[src/rtl/ifetch_queue.sv]
// Instruction fetch queue: one-outstanding-read bus master feeding a small FIFO.
// Define IFETCH_PREFETCH_EN for a 2-deep queue that prefetches ahead of the decoder.
module ifetch_queue (
  input  logic        clk,
  input  logic        reset_n,
  input  logic [15:0] pc_in,
  input  logic        pc_load,
  output logic        ifetch_req,
  output logic [15:0] ifetch_addr,
  input  logic [15:0] bus_data,
  input  logic        bus_ack,
  output logic [15:0] idc_opc,
  output logic [15:0] opc_pc,
  output logic        opc_valid,
  input  logic        opc_take,
  output logic [1:0]  q_count
);

`ifdef IFETCH_PREFETCH_EN
  localparam logic [1:0] DEPTH = 2'd2;
`else
  localparam logic [1:0] DEPTH = 2'd1;
`endif

  typedef enum logic [1:0] {
    IDLE = 2'd0,
    REQ  = 2'd1,
    DROP = 2'd2
  } state_e;

  state_e      state_q, state_d;
  logic        primed_q, primed_d;
  logic [15:0] fa_q, fa_d;
  logic        req_q, req_d;
  logic [15:0] addr_q, addr_d;
  logic [1:0]  cnt_q, cnt_d;
  logic [15:0] h_opc_q, h_opc_d;
  logic [15:0] h_pc_q, h_pc_d;
  logic [15:0] t_opc_q, t_opc_d;
  logic [15:0] t_pc_q, t_pc_d;

  logic [15:0] load_pc;
  logic        push;
  logic        pop;

  assign load_pc = {pc_in[15:1], 1'b0};
  assign push    = (state_q == REQ) && bus_ack && !pc_load;
  assign pop     = opc_take && (cnt_q != 2'd0);

  always_comb begin
    state_d  = state_q;
    req_d    = req_q;
    addr_d   = addr_q;
    primed_d = primed_q;
    fa_d     = fa_q;
    unique case (state_q)
      IDLE: begin
        // a redirect issues its first read straight away
        if (pc_load) begin
          state_d = REQ;
          req_d   = 1'b1;
          addr_d  = load_pc;
        end else if (primed_q && (cnt_q < DEPTH)) begin
          state_d = REQ;
          req_d   = 1'b1;
          addr_d  = fa_q;
        end
      end
      REQ: begin
        if (bus_ack) begin
          state_d = IDLE;
          req_d   = 1'b0;
        end else if (pc_load) begin
          state_d = DROP;
        end
      end
      DROP: begin
        if (bus_ack) begin
          state_d = IDLE;
          req_d   = 1'b0;
        end
      end
      default: begin
        state_d = IDLE;
        req_d   = 1'b0;
      end
    endcase
    if (pc_load) begin
      fa_d     = load_pc;
      primed_d = 1'b1;
    end else if (push) begin
      fa_d = fa_q + 16'd2;
    end
  end

  always_comb begin
    cnt_d   = cnt_q;
    h_opc_d = h_opc_q;
    h_pc_d  = h_pc_q;
    t_opc_d = t_opc_q;
    t_pc_d  = t_pc_q;
    if (pc_load) begin
      cnt_d   = 2'd0;
      h_opc_d = 16'd0;
      h_pc_d  = 16'd0;
      t_opc_d = 16'd0;
      t_pc_d  = 16'd0;
    end else if (push && pop) begin
      if (cnt_q == 2'd1) begin
        h_opc_d = bus_data;
        h_pc_d  = fa_q;
      end else begin
        h_opc_d = t_opc_q;
        h_pc_d  = t_pc_q;
        t_opc_d = bus_data;
        t_pc_d  = fa_q;
      end
    end else if (pop) begin
      // tail slot is zero when empty, so the head reads 0 once drained
      cnt_d   = cnt_q - 2'd1;
      h_opc_d = t_opc_q;
      h_pc_d  = t_pc_q;
      t_opc_d = 16'd0;
      t_pc_d  = 16'd0;
    end else if (push) begin
      cnt_d = cnt_q + 2'd1;
      if (cnt_q == 2'd0) begin
        h_opc_d = bus_data;
        h_pc_d  = fa_q;
      end else begin
        t_opc_d = bus_data;
        t_pc_d  = fa_q;
      end
    end
  end

  always_ff @(posedge clk or negedge reset_n) begin
    if (!reset_n) begin
      state_q  <= IDLE;
      primed_q <= 1'b0;
      fa_q     <= 16'd0;
      req_q    <= 1'b0;
      addr_q   <= 16'd0;
      cnt_q    <= 2'd0;
      h_opc_q  <= 16'd0;
      h_pc_q   <= 16'd0;
      t_opc_q  <= 16'd0;
      t_pc_q   <= 16'd0;
    end else begin
      state_q  <= state_d;
      primed_q <= primed_d;
      fa_q     <= fa_d;
      req_q    <= req_d;
      addr_q   <= addr_d;
      cnt_q    <= cnt_d;
      h_opc_q  <= h_opc_d;
      h_pc_q   <= h_pc_d;
      t_opc_q  <= t_opc_d;
      t_pc_q   <= t_pc_d;
    end
  end

  assign ifetch_req  = req_q;
  assign ifetch_addr = addr_q;
  assign idc_opc     = h_opc_q;
  assign opc_pc      = h_pc_q;
  assign opc_valid   = (cnt_q != 2'd0);
  assign q_count     = cnt_q;

endmodule

[config.mk]
export PLATFORM = sky130hd
export DESIGN_NAME = ifetch_queue
export DESIGN_NICKNAME = d
export VERILOG_FILES = /design/src/rtl/ifetch_queue.sv
export SDC_FILE = /design/constraint.sdc
export NUM_CORES = 1
export LEC_CHECK = 0
export ABC_AREA = 1
export BUFFER_PORTS_ARGS = -buffer_cell sky130_fd_sc_hd__buf_2
export CAP_MARGIN = 25
export CORE_MARGIN = 8
export CORE_UTILIZATION = 35
export DETAILED_ROUTE_END_ITERATION = 12
export PLACE_DENSITY = 0.6
export SETUP_SLACK_MARGIN = 0.5
export SYNTH_ARGS = -nofsm -noshare
export SYNTH_HDL_FRONTEND = slang
export SYNTH_SLANG_ARGS = --single-unit
[constraint.sdc]
create_clock -name clk -period 5.4 [get_ports clk]
set_clock_uncertainty 0.2 [all_clocks]
set_input_delay 1.35 -clock clk [delete_from_list [all_inputs] [get_ports clk]]
set_output_delay 1.35 -clock clk [all_outputs]
set_load 0.05 [all_outputs]
==> results of run 1 <==
==> power by group through the flow <==
stage,combinational (mW),clock (mW),sequential [mW]
3_5_place_dp,1.56,0,1.17
4_1_cts,1.56,0.715,1.16
6_report,1.54,0.694,1.16
3_3_place_gp,1.55,0,1.16
5_1_grt,1.72,0.739,1.19
2_1_floorplan,0.758,0,1.59
==> flip-flops by register name, indices dropped and copies added, names as in the netlist <==
signal       count
idc_opc         16
ifetch_addr     16
opc_pc          16
t_opc_q         16
t_pc_q          16
fa_q            15
q_count          2
state_q          2
ifetch_req       1
primed_q         1
==> area by class of cell <==
type	count	share of cell area [%]
Inverter	42	2.497
Tap cell	188	3.725
Timing Repair Buffer	94	8.084
Multi-Input combinational cell	593	40.64
Clock inverter	5	1.030
Clock buffer	11	4.002
Sequential cell	101	40.02
==> through the flow <==
| stage | setup slack, ns | total power [mW] | util, % |
|---|---|---|---|
| final | 2.116 | 3.398 | 41.54 |
| after CTS | 2.040 | 3.439 | 41.36 |
| after global placement | 1.676 | 2.719 | 39.27 |
| after floorplan | 2.627 | 2.345 | - |
| after detailed placement | 1.653 | 2.729 | 39.27 |
| after global routing | 1.869 | 3.653 | 41.54 |
==> cell usage in the layout, fill, tap and decap left out <==
master / instances
inv_2: 5
a31oi_1: 3
o21ai_1: 31
clkbuf_8: 2
nor2_4: 2
clkinvlp_4: 2
dfrtp_1: 101
nor2_1: 27
a21oi_1: 15
nor2_2: 3
inv_1: 37
buf_16: 1
o211ai_1: 6
a21boi_0: 1
clkbuf_16: 9
nand4_1: 4
nand2_2: 2
o21a_2: 1
nand2_1: 381
bufinv_16: 1
nand2_4: 1
inv_6: 1
inv_8: 1
nand3_1: 48
mux2i_1: 1
o21a_1: 1
nor3_1: 4
o22ai_1: 1
buf_2: 86
ha_1: 6
o21ai_0: 55
buf_4: 7
==> worst min-delay path, stage by stage, from the launching register on <==
cell     delay [ns]
dfrtp_1        0.33
inv_1          0.05
nand2_1        0.05
==> cells by family (layout without fill, tap and decap cells) <==
group / after synthesis / in the layout / share of synthesized area [%]
AO/OA/AOI/OAI: 114 / 114 / 11.01
multiplexers: 1 / 1 / 0.1838
AND/OR/NAND/NOR: 472 / 472 / 34.56
buffers and inverters: 81 / 152 / 6.457
flip-flops: 101 / 101 / 46.42
adder cells (fa/ha/maj): 6 / 6 / 1.379
==> layer usage <==
layer | track usage, % | vias to the layer above | part of all wire (%)
met2 | 24.00 | 118 | 44
met4 | 5.882 | 0 | 1.7
li1 | - | 2596 | -
met5 | 0 | - | 0
met3 | 3.477 | 16 | 5.1
met1 | 20.93 | 2282 | 49
==> final timing paths <==
| kind | from | to | slack, ns | cells past startpoint |
|---|---|---|---|---|
| setup / recovery | pc_load | opc_pc[15]$_DFFE_PN0P_ | 2.12 | 6 |
| hold / removal | primed_q$_DFFE_PN0P_ | primed_q$_DFFE_PN0P_ | 0.26 | 2 |
| setup reg to reg | q_count[0]$_DFFE_PN0P_ | opc_pc[15]$_DFFE_PN0P_ | 2.50 | 10 |
| hold reg to reg | primed_q$_DFFE_PN0P_ | primed_q$_DFFE_PN0P_ | 0.26 | 2 |
| max in group asynchronous | reset_n | idc_opc[4]$_DFFE_PN0P_ | 3.67 | 2 |
| min in group asynchronous | reset_n | opc_pc[5]$_DFFE_PN0P_ | 0.66 | 1 |
==> metrics.txt, run 1 <==
# TYPE chip_impl_metric gauge
chip_impl_info{name="critPathCaptureType",value="register"} 1
chip_impl_metric{name="switching_pwr",unit="mW"} 1.644
chip_impl_metric{name="global_route_wire_length_before_repair",unit="um"} 24870
chip_impl_metric{name="io_pins",unit=""} 89
chip_impl_metric{name="leakage",unit="nW"} 3.259
chip_impl_metric{name="worst_ep_arrival_time",unit="ns"} 3.38
chip_impl_metric{name="grt_max_degree",unit=""} 74
chip_impl_metric{name="place.port_buffers",unit=""} 87
chip_impl_metric{name="die_height",unit="um"} 140.7
chip_impl_metric{name="pwr-share-comb",unit="%"} 45.4
chip_impl_metric{name="final_cell_area",unit="mm^2"} 0.006315
chip_impl_metric{name="clock_insertion_delay_worst_skew",unit="ns"} 0.36
chip_impl_metric{name="power-per-cell-area",unit="mW/mm^2"} 538.0
chip_impl_metric{name="syn-num-nets",unit=""} 818
chip_impl_metric{name="setup_viol_count_final",unit=""} 0
chip_impl_metric{name="synth_sequential_area_ratio",unit="%"} 46.42
chip_impl_metric{name="placement_rows",unit=""} 45
chip_impl_metric{name="grt_pass1_vias",unit=""} 4830
chip_impl_metric{name="vdd_drop_max",unit="uV"} 212.1
chip_impl_metric{name="cts.reportedPaths.clkPinSlew",unit="ns"} 0.07
chip_impl_metric{name="slew_violations",unit=""} 0
chip_impl_metric{name="route.detailed.vias_per_inst",unit=""} 4.847
chip_impl_metric{name="cts-buffers-inserted",unit=""} 9
chip_impl_info{name="worst_path_dominant_cell_family",value="simple AND/OR/NAND/NOR gates"} 1
chip_impl_metric{name="internal_power",unit="mW"} 1.754
chip_impl_metric{name="synth_enable_flop_cells",unit=""} 0
chip_impl_metric{name="die_width",unit="um"} 140.7
chip_impl_metric{name="postSynth.asyncResetShare",unit="%"} 100.0
chip_impl_metric{name="routed_wire_length_per_instance",unit="um"} 14.27
chip_impl_metric{name="grt.overflow.total",unit=""} 0
chip_impl_metric{name="timing.fmax",unit="GHz"} 0.3045
chip_impl_info{name="cp_cell_sequence",value="buf_2 > nor2_1 > o21a_2 > nor2_4 > nand2_1 > nand2_1"} 1
chip_impl_metric{name="holdWs",unit="ns"} 0.2568
chip_impl_metric{name="period_needed",unit="ns"} 3.284
chip_impl_info{name="synthFlopType",value="dfrtp_1"} 1
chip_impl_info{name="cts_tree",value="built"} 1
chip_impl_metric{name="placed_area",unit="mm^2"} 0.005969
chip_impl_metric{name="power.sequential.fraction",unit="%"} 34.2
chip_impl_metric{name="max_cap_violations",unit=""} 0
chip_impl_metric{name="areaGrowthSynthToFinish",unit="%"} 15.97
chip_impl_metric{name="design.final.nets",unit=""} 884
chip_impl_metric{name="post_cts_resize_count",unit=""} 0
chip_impl_metric{name="clkPwrFrac",unit="%"} 20.4
chip_impl_info{name="synth_commonest_cells",value="nand2_1 (381), dfrtp_1 (101), o21ai_0 (55)"} 1
chip_impl_metric{name="filler_cell_count",unit=""} 1619
chip_impl_metric{name="cp.required",unit="ns"} 5.49
chip_impl_metric{name="seq_area",unit="mm^2"} 0.002527
chip_impl_metric{name="critPathMaxStageDelay",unit="ns"} 0.70
chip_impl_metric{name="via_count_of_the_routed_design",unit=""} 5012
chip_impl_metric{name="detail_route.iter0.violations",unit=""} 374
chip_impl_metric{name="postCtsSetupBuffers",unit=""} 0
chip_impl_metric{name="placeableCoreArea",unit="mm^2"} 0.01520
chip_impl_metric{name="hold_violations",unit=""} 0
chip_impl_metric{name="drc",unit=""} 0
chip_impl_metric{name="worstMarginPinSlew",unit="ns"} 0.9195
chip_impl_metric{name="yosys_register_bits",unit=""} 101
chip_impl_metric{name="final_non_filler_cell_total",unit=""} 1034
chip_impl_metric{name="initial_core_util",unit="%"} 35.82
chip_impl_metric{name="synth_largest_type_area_fraction",unit="%"} 46.42
chip_impl_metric{name="syn-instance-count",unit=""} 775
chip_impl_metric{name="final.setup.tns",unit="ns"} 0
chip_impl_metric{name="postCtsHoldBufs",unit=""} 0
chip_impl_info{name="netlist_top_cells_area",value="dfrtp_1 (46%), nand2_1 (26%), o21ai_0 (5.1%)"} 1
chip_impl_metric{name="clock_tree.htree_level_count",unit=""} 3
chip_impl_metric{name="ratio_of_cells_with_drive_above_1_in_the_final_layout",unit="%"} 14.66
chip_impl_metric{name="synthesis.area_per_instance",unit="um^2"} 7.026
chip_impl_metric{name="placed_cells",unit=""} 1017
chip_impl_metric{name="grt_util_all_layers",unit="%"} 15.58
chip_impl_metric{name="die-area",unit="mm^2"} 0.01980
chip_impl_info{name="setup.worst_path.start_class",value="input pin"} 1
chip_impl_info{name="path_common_cell",value="nand2_1"} 1
chip_impl_metric{name="critical_path.max_fanout",unit=""} 33
chip_impl_info{name="setup_repair_after_global_routing_missed_its_margin",value="no"} 1
chip_impl_info{name="yosys.cell_count.top_type",value="nand2_1"} 1
chip_impl_metric{name="ys_warn_count",unit=""} 0
chip_impl_metric{name="cts_max_path_buffers",unit=""} 2
chip_impl_metric{name="num_antenna_cells",unit=""} 0
chip_impl_metric{name="final_min_period_over_clock_period",unit="%"} 60.82
chip_impl_info{name="path_class",value="input pin to register"} 1
chip_impl_metric{name="switching_share",unit="%"} 48.39
chip_impl_metric{name="detailed_place_hpwl",unit="um"} 9896
chip_impl_info{name="min_path_type",value="register to register"} 1
chip_impl_metric{name="ys_types",unit=""} 26
chip_impl_metric{name="worst_slew_margin_rel",unit="%"} 38.63
chip_impl_metric{name="gp_congestion",unit=""} 0.8308
chip_impl_info{name="library_cell_contributing_the_largest_single_delay_on_the_critical_path",value="nor2_4"} 1
chip_impl_metric{name="grt_antenna_before_repair",unit=""} 0
chip_impl_metric{name="mappedNetlistArea",unit="mm^2"} 0.005445
chip_impl_metric{name="area_occupied_by_multi_input_gates",unit="mm^2"} 0.002566
chip_impl_metric{name="crit_buf_inv",unit=""} 1
chip_impl_metric{name="cts_num_sinks",unit=""} 101
chip_impl_info{name="cts-root-buf",value="clkbuf_16"} 1
chip_impl_metric{name="dr.pass1.iters",unit=""} 7
chip_impl_info{name="cell_type_contributing_the_most_total_cell_area_after_synthesis",value="dfrtp_1"} 1
chip_impl_info{name="status",value="complete, no violations"} 1
chip_impl_metric{name="route.antenna.remaining_nets",unit=""} 0
chip_impl_metric{name="routed_wirelength",unit="um"} 14760
Power figures use the tool's default switching activity.
==> run 2, diff against run 1 <==
--- a/config.mk
+++ b/config.mk
@@ -11,7 +11,7 @@
 export CORE_MARGIN = 8
 export CORE_UTILIZATION = 35
 export DETAILED_ROUTE_END_ITERATION = 12
-export PLACE_DENSITY = 0.6
+export PLACE_DENSITY = 0.62
 export SETUP_SLACK_MARGIN = 0.5
 export SYNTH_ARGS = -nofsm -noshare
 export SYNTH_HDL_FRONTEND = slang
==> constraint.sdc (replaced) <==
create_clock -name clk -period 2.74 [get_ports clk]
set_clock_uncertainty 0.2 [all_clocks]
set_input_delay 0.685 -clock clk [delete_from_list [all_inputs] [get_ports clk]]
set_output_delay 0.685 -clock clk [all_outputs]
set_load 0.05 [all_outputs]
==> run 2 against run 1 <==
Net effect:
- via count rose by 3.7%
- sequential power increased by 97%
- critical path depth decreased by 2
- sequential share of layout area down 1.5 points
- routed wire length rose by 6.0%
==> metrics.txt, run 2 (synthesis gave the netlist of run 1 again) <==
# TYPE chip_impl_metric gauge
chip_impl_metric{name="placed_cells",unit=""} 1027
chip_impl_info{name="status",value="complete, no violations"} 1
chip_impl_metric{name="critPathMaxStageDelay",unit="ns"} 0.42
chip_impl_metric{name="num_antenna_cells",unit=""} 0
chip_impl_info{name="cts_tree",value="built"} 1
chip_impl_metric{name="initial_core_util",unit="%"} 35.82
chip_impl_metric{name="detail_route.iter0.violations",unit=""} 338
chip_impl_metric{name="final_cell_area",unit="mm^2"} 0.006571
chip_impl_info{name="path_class",value="register to output pin"} 1
chip_impl_metric{name="timing.fmax",unit="GHz"} 0.4585
chip_impl_metric{name="detailed_place_hpwl",unit="um"} 10410
chip_impl_info{name="cp_cell_sequence",value="inv_2 > ha_2 > inv_4 > buf_8"} 1
chip_impl_info{name="min_path_type",value="input pin to asynchronous set/reset pin"} 1
chip_impl_metric{name="holdWs",unit="ns"} 0.09888
chip_impl_info{name="commonest_non_fill_non_tap_cell_in_the_layout",value="nand2_1"} 1
chip_impl_info{name="setup.worst_path.start_class",value="register"} 1
chip_impl_info{name="critPathCaptureType",value="output pin"} 1
chip_impl_metric{name="cts-buffers-inserted",unit=""} 9
chip_impl_metric{name="final_min_period_over_clock_period",unit="%"} 79.60
chip_impl_metric{name="gp_congestion",unit=""} 0.8663
chip_impl_metric{name="placement_rows",unit=""} 45
chip_impl_metric{name="postCtsHoldBufs",unit=""} 0
chip_impl_info{name="cts-root-buf",value="clkbuf_16"} 1
chip_impl_metric{name="area_occupied_by_multi_input_gates",unit="mm^2"} 0.002616
chip_impl_metric{name="period_needed",unit="ns"} 2.181
chip_impl_metric{name="cts_max_path_buffers",unit=""} 2
chip_impl_metric{name="placeableCoreArea",unit="mm^2"} 0.01520
chip_impl_metric{name="placed_area",unit="mm^2"} 0.006072
chip_impl_metric{name="filler_cell_count",unit=""} 1601
chip_impl_metric{name="grt_pass1_vias",unit=""} 4919
chip_impl_metric{name="hold_violations",unit=""} 0
chip_impl_metric{name="worstMarginPinSlew",unit="ns"} 0.4927
chip_impl_metric{name="worst_ep_arrival_time",unit="ns"} 1.30
chip_impl_metric{name="dr.pass1.iters",unit=""} 6
chip_impl_metric{name="cp.required",unit="ns"} 1.86
chip_impl_metric{name="max_cap_violations",unit=""} 0
chip_impl_metric{name="critical_path.max_fanout",unit=""} 4
chip_impl_metric{name="drc",unit=""} 0
chip_impl_info{name="final_cell_mix",value="nand2_1 (380), dfrtp_1 (99), buf_2 (85)"} 1
chip_impl_metric{name="leakage",unit="nW"} 3.352
chip_impl_metric{name="global_route_wire_length_before_repair",unit="um"} 25740
chip_impl_metric{name="grt_antenna_before_repair",unit=""} 0
chip_impl_metric{name="design.final.nets",unit=""} 901
chip_impl_metric{name="cts_num_sinks",unit=""} 101
chip_impl_metric{name="clock_insertion_delay_worst_skew",unit="ns"} 0.35
chip_impl_metric{name="final.setup.tns",unit="ns"} 0
chip_impl_metric{name="vdd_drop_max",unit="uV"} 507.6
chip_impl_metric{name="cts.reportedPaths.clkPinSlew",unit="ns"} 0.07
chip_impl_metric{name="route.antenna.remaining_nets",unit=""} 0
chip_impl_metric{name="grt_max_degree",unit=""} 44
chip_impl_metric{name="via_count_of_the_routed_design",unit=""} 5199
chip_impl_metric{name="final.setup.worst_slack",unit="ns"} 0.5589
chip_impl_metric{name="placement.setup.worst_slack",unit="ns"} 0.04977
chip_impl_metric{name="setup_viol_count_final",unit=""} 0
chip_impl_metric{name="fin_total_pwr",unit="mW"} 6.908
chip_impl_metric{name="final_non_filler_cell_total",unit=""} 1050
chip_impl_metric{name="io_pins",unit=""} 89
chip_impl_metric{name="die_height",unit="um"} 140.7
chip_impl_metric{name="ratio_of_cells_with_drive_above_1_in_the_final_layout",unit="%"} 17.40
chip_impl_metric{name="route.detailed.vias_per_inst",unit=""} 4.951
chip_impl_metric{name="slew_violations",unit=""} 0
chip_impl_metric{name="power-per-cell-area",unit="mW/mm^2"} 1051
chip_impl_metric{name="areaGrowthSynthToFinish",unit="%"} 20.68
chip_impl_metric{name="routed_wire_length_per_instance",unit="um"} 14.90
chip_impl_metric{name="clock_tree.htree_level_count",unit=""} 3
chip_impl_metric{name="place.port_buffers",unit=""} 87
chip_impl_metric{name="die_width",unit="um"} 140.7
chip_impl_metric{name="grt.overflow.total",unit=""} 0
chip_impl_metric{name="grt_util_all_layers",unit="%"} 16.18
chip_impl_info{name="library_cell_contributing_the_largest_single_delay_on_the_critical_path",value="dfrtp_2"} 1
chip_impl_metric{name="die-area",unit="mm^2"} 0.01980
chip_impl_metric{name="seq_area",unit="mm^2"} 0.002530
chip_impl_metric{name="final_core_utilization",unit="%"} 43.23
chip_impl_metric{name="worst_slew_margin_rel",unit="%"} 67.15
chip_impl_info{name="setup_repair_after_global_routing_missed_its_margin",value="no"} 1
chip_impl_metric{name="routed_wirelength",unit="um"} 15640
-- run 2: cell count changes in the layout (fill, tap and decap cells not counted), sizes merged --
| cell | delta |
|---|---|
| buf | +14 |
| inv | -3 |
| clkinv | +2 |
| clkinvlp | +2 |
| nor2 | +1 |
-- run 2: final cells by class --
cell class                      count  share of cell area (%)
Multi-Input combinational cell    594                   39.81
Sequential cell                   101                   38.50
Timing Repair Buffer              109                   11.04
Tap cell                          188                   3.580
Clock buffer                       10                   3.484
Inverter                           42                   2.551
Clock inverter                      5                  0.9139
Timing Repair inverter              1                  0.1142
-- run 2: critical path, delay by kind of cell, from the launching register on --
kind                       cells  cell delay, ns
adders and majority gates      1            0.21
DFF                            1            0.42
buffers and inverters          3            0.30
-- run 2: metal layers --
metal | vias up | global-route usage [%] | wire length (um)
met5 | - | 0 | 0
met4 | 0 | 4.864 | 250
met3 | 19 | 3.680 | 743
met2 | 143 | 25.24 | 7092
met1 | 2396 | 21.90 | 7556
li1 | 2641 | - | -
-- run 2: worst paths after layout --
path | from | end | slack [ns] | cells after the start
worst max-delay path | q_count[0]$_DFFE_PN0P_ | opc_valid | 0.56 | 4
worst max register to register | q_count[0]$_DFFE_PN0P_ | opc_pc[8]$_DFFE_PN0P_ | 0.62 | 11
max in group asynchronous | reset_n | ifetch_addr[14]$_DFFE_PN0P_ | 1.50 | 2
min in group clk | primed_q$_DFFE_PN0P_ | primed_q$_DFFE_PN0P_ | 0.25 | 2
worst min-delay path | reset_n | opc_pc[0]$_DFFE_PN0P_ | 0.1 | 1
worst min register to register | primed_q$_DFFE_PN0P_ | primed_q$_DFFE_PN0P_ | 0.25 | 2
-- run 2: timing repair --
action,4_1_cts,5_1_grt
cloned,1,2
buffers inserted,2,3
endpoints found under the hold margin,0,0
resized for setup,12,16
pin swaps,2,2
setup endpoints to repair,61,62
-- run 2: where the power goes --
| group | leakage, nW | internal [mW] | switching [mW] |
|---|---|---|---|
| clock | 0.139 | 0.708 | 0.584 |
| combinational | 1.91 | 0.916 | 2.41 |
| sequential | 1.31 | 1.95 | 0.339 |
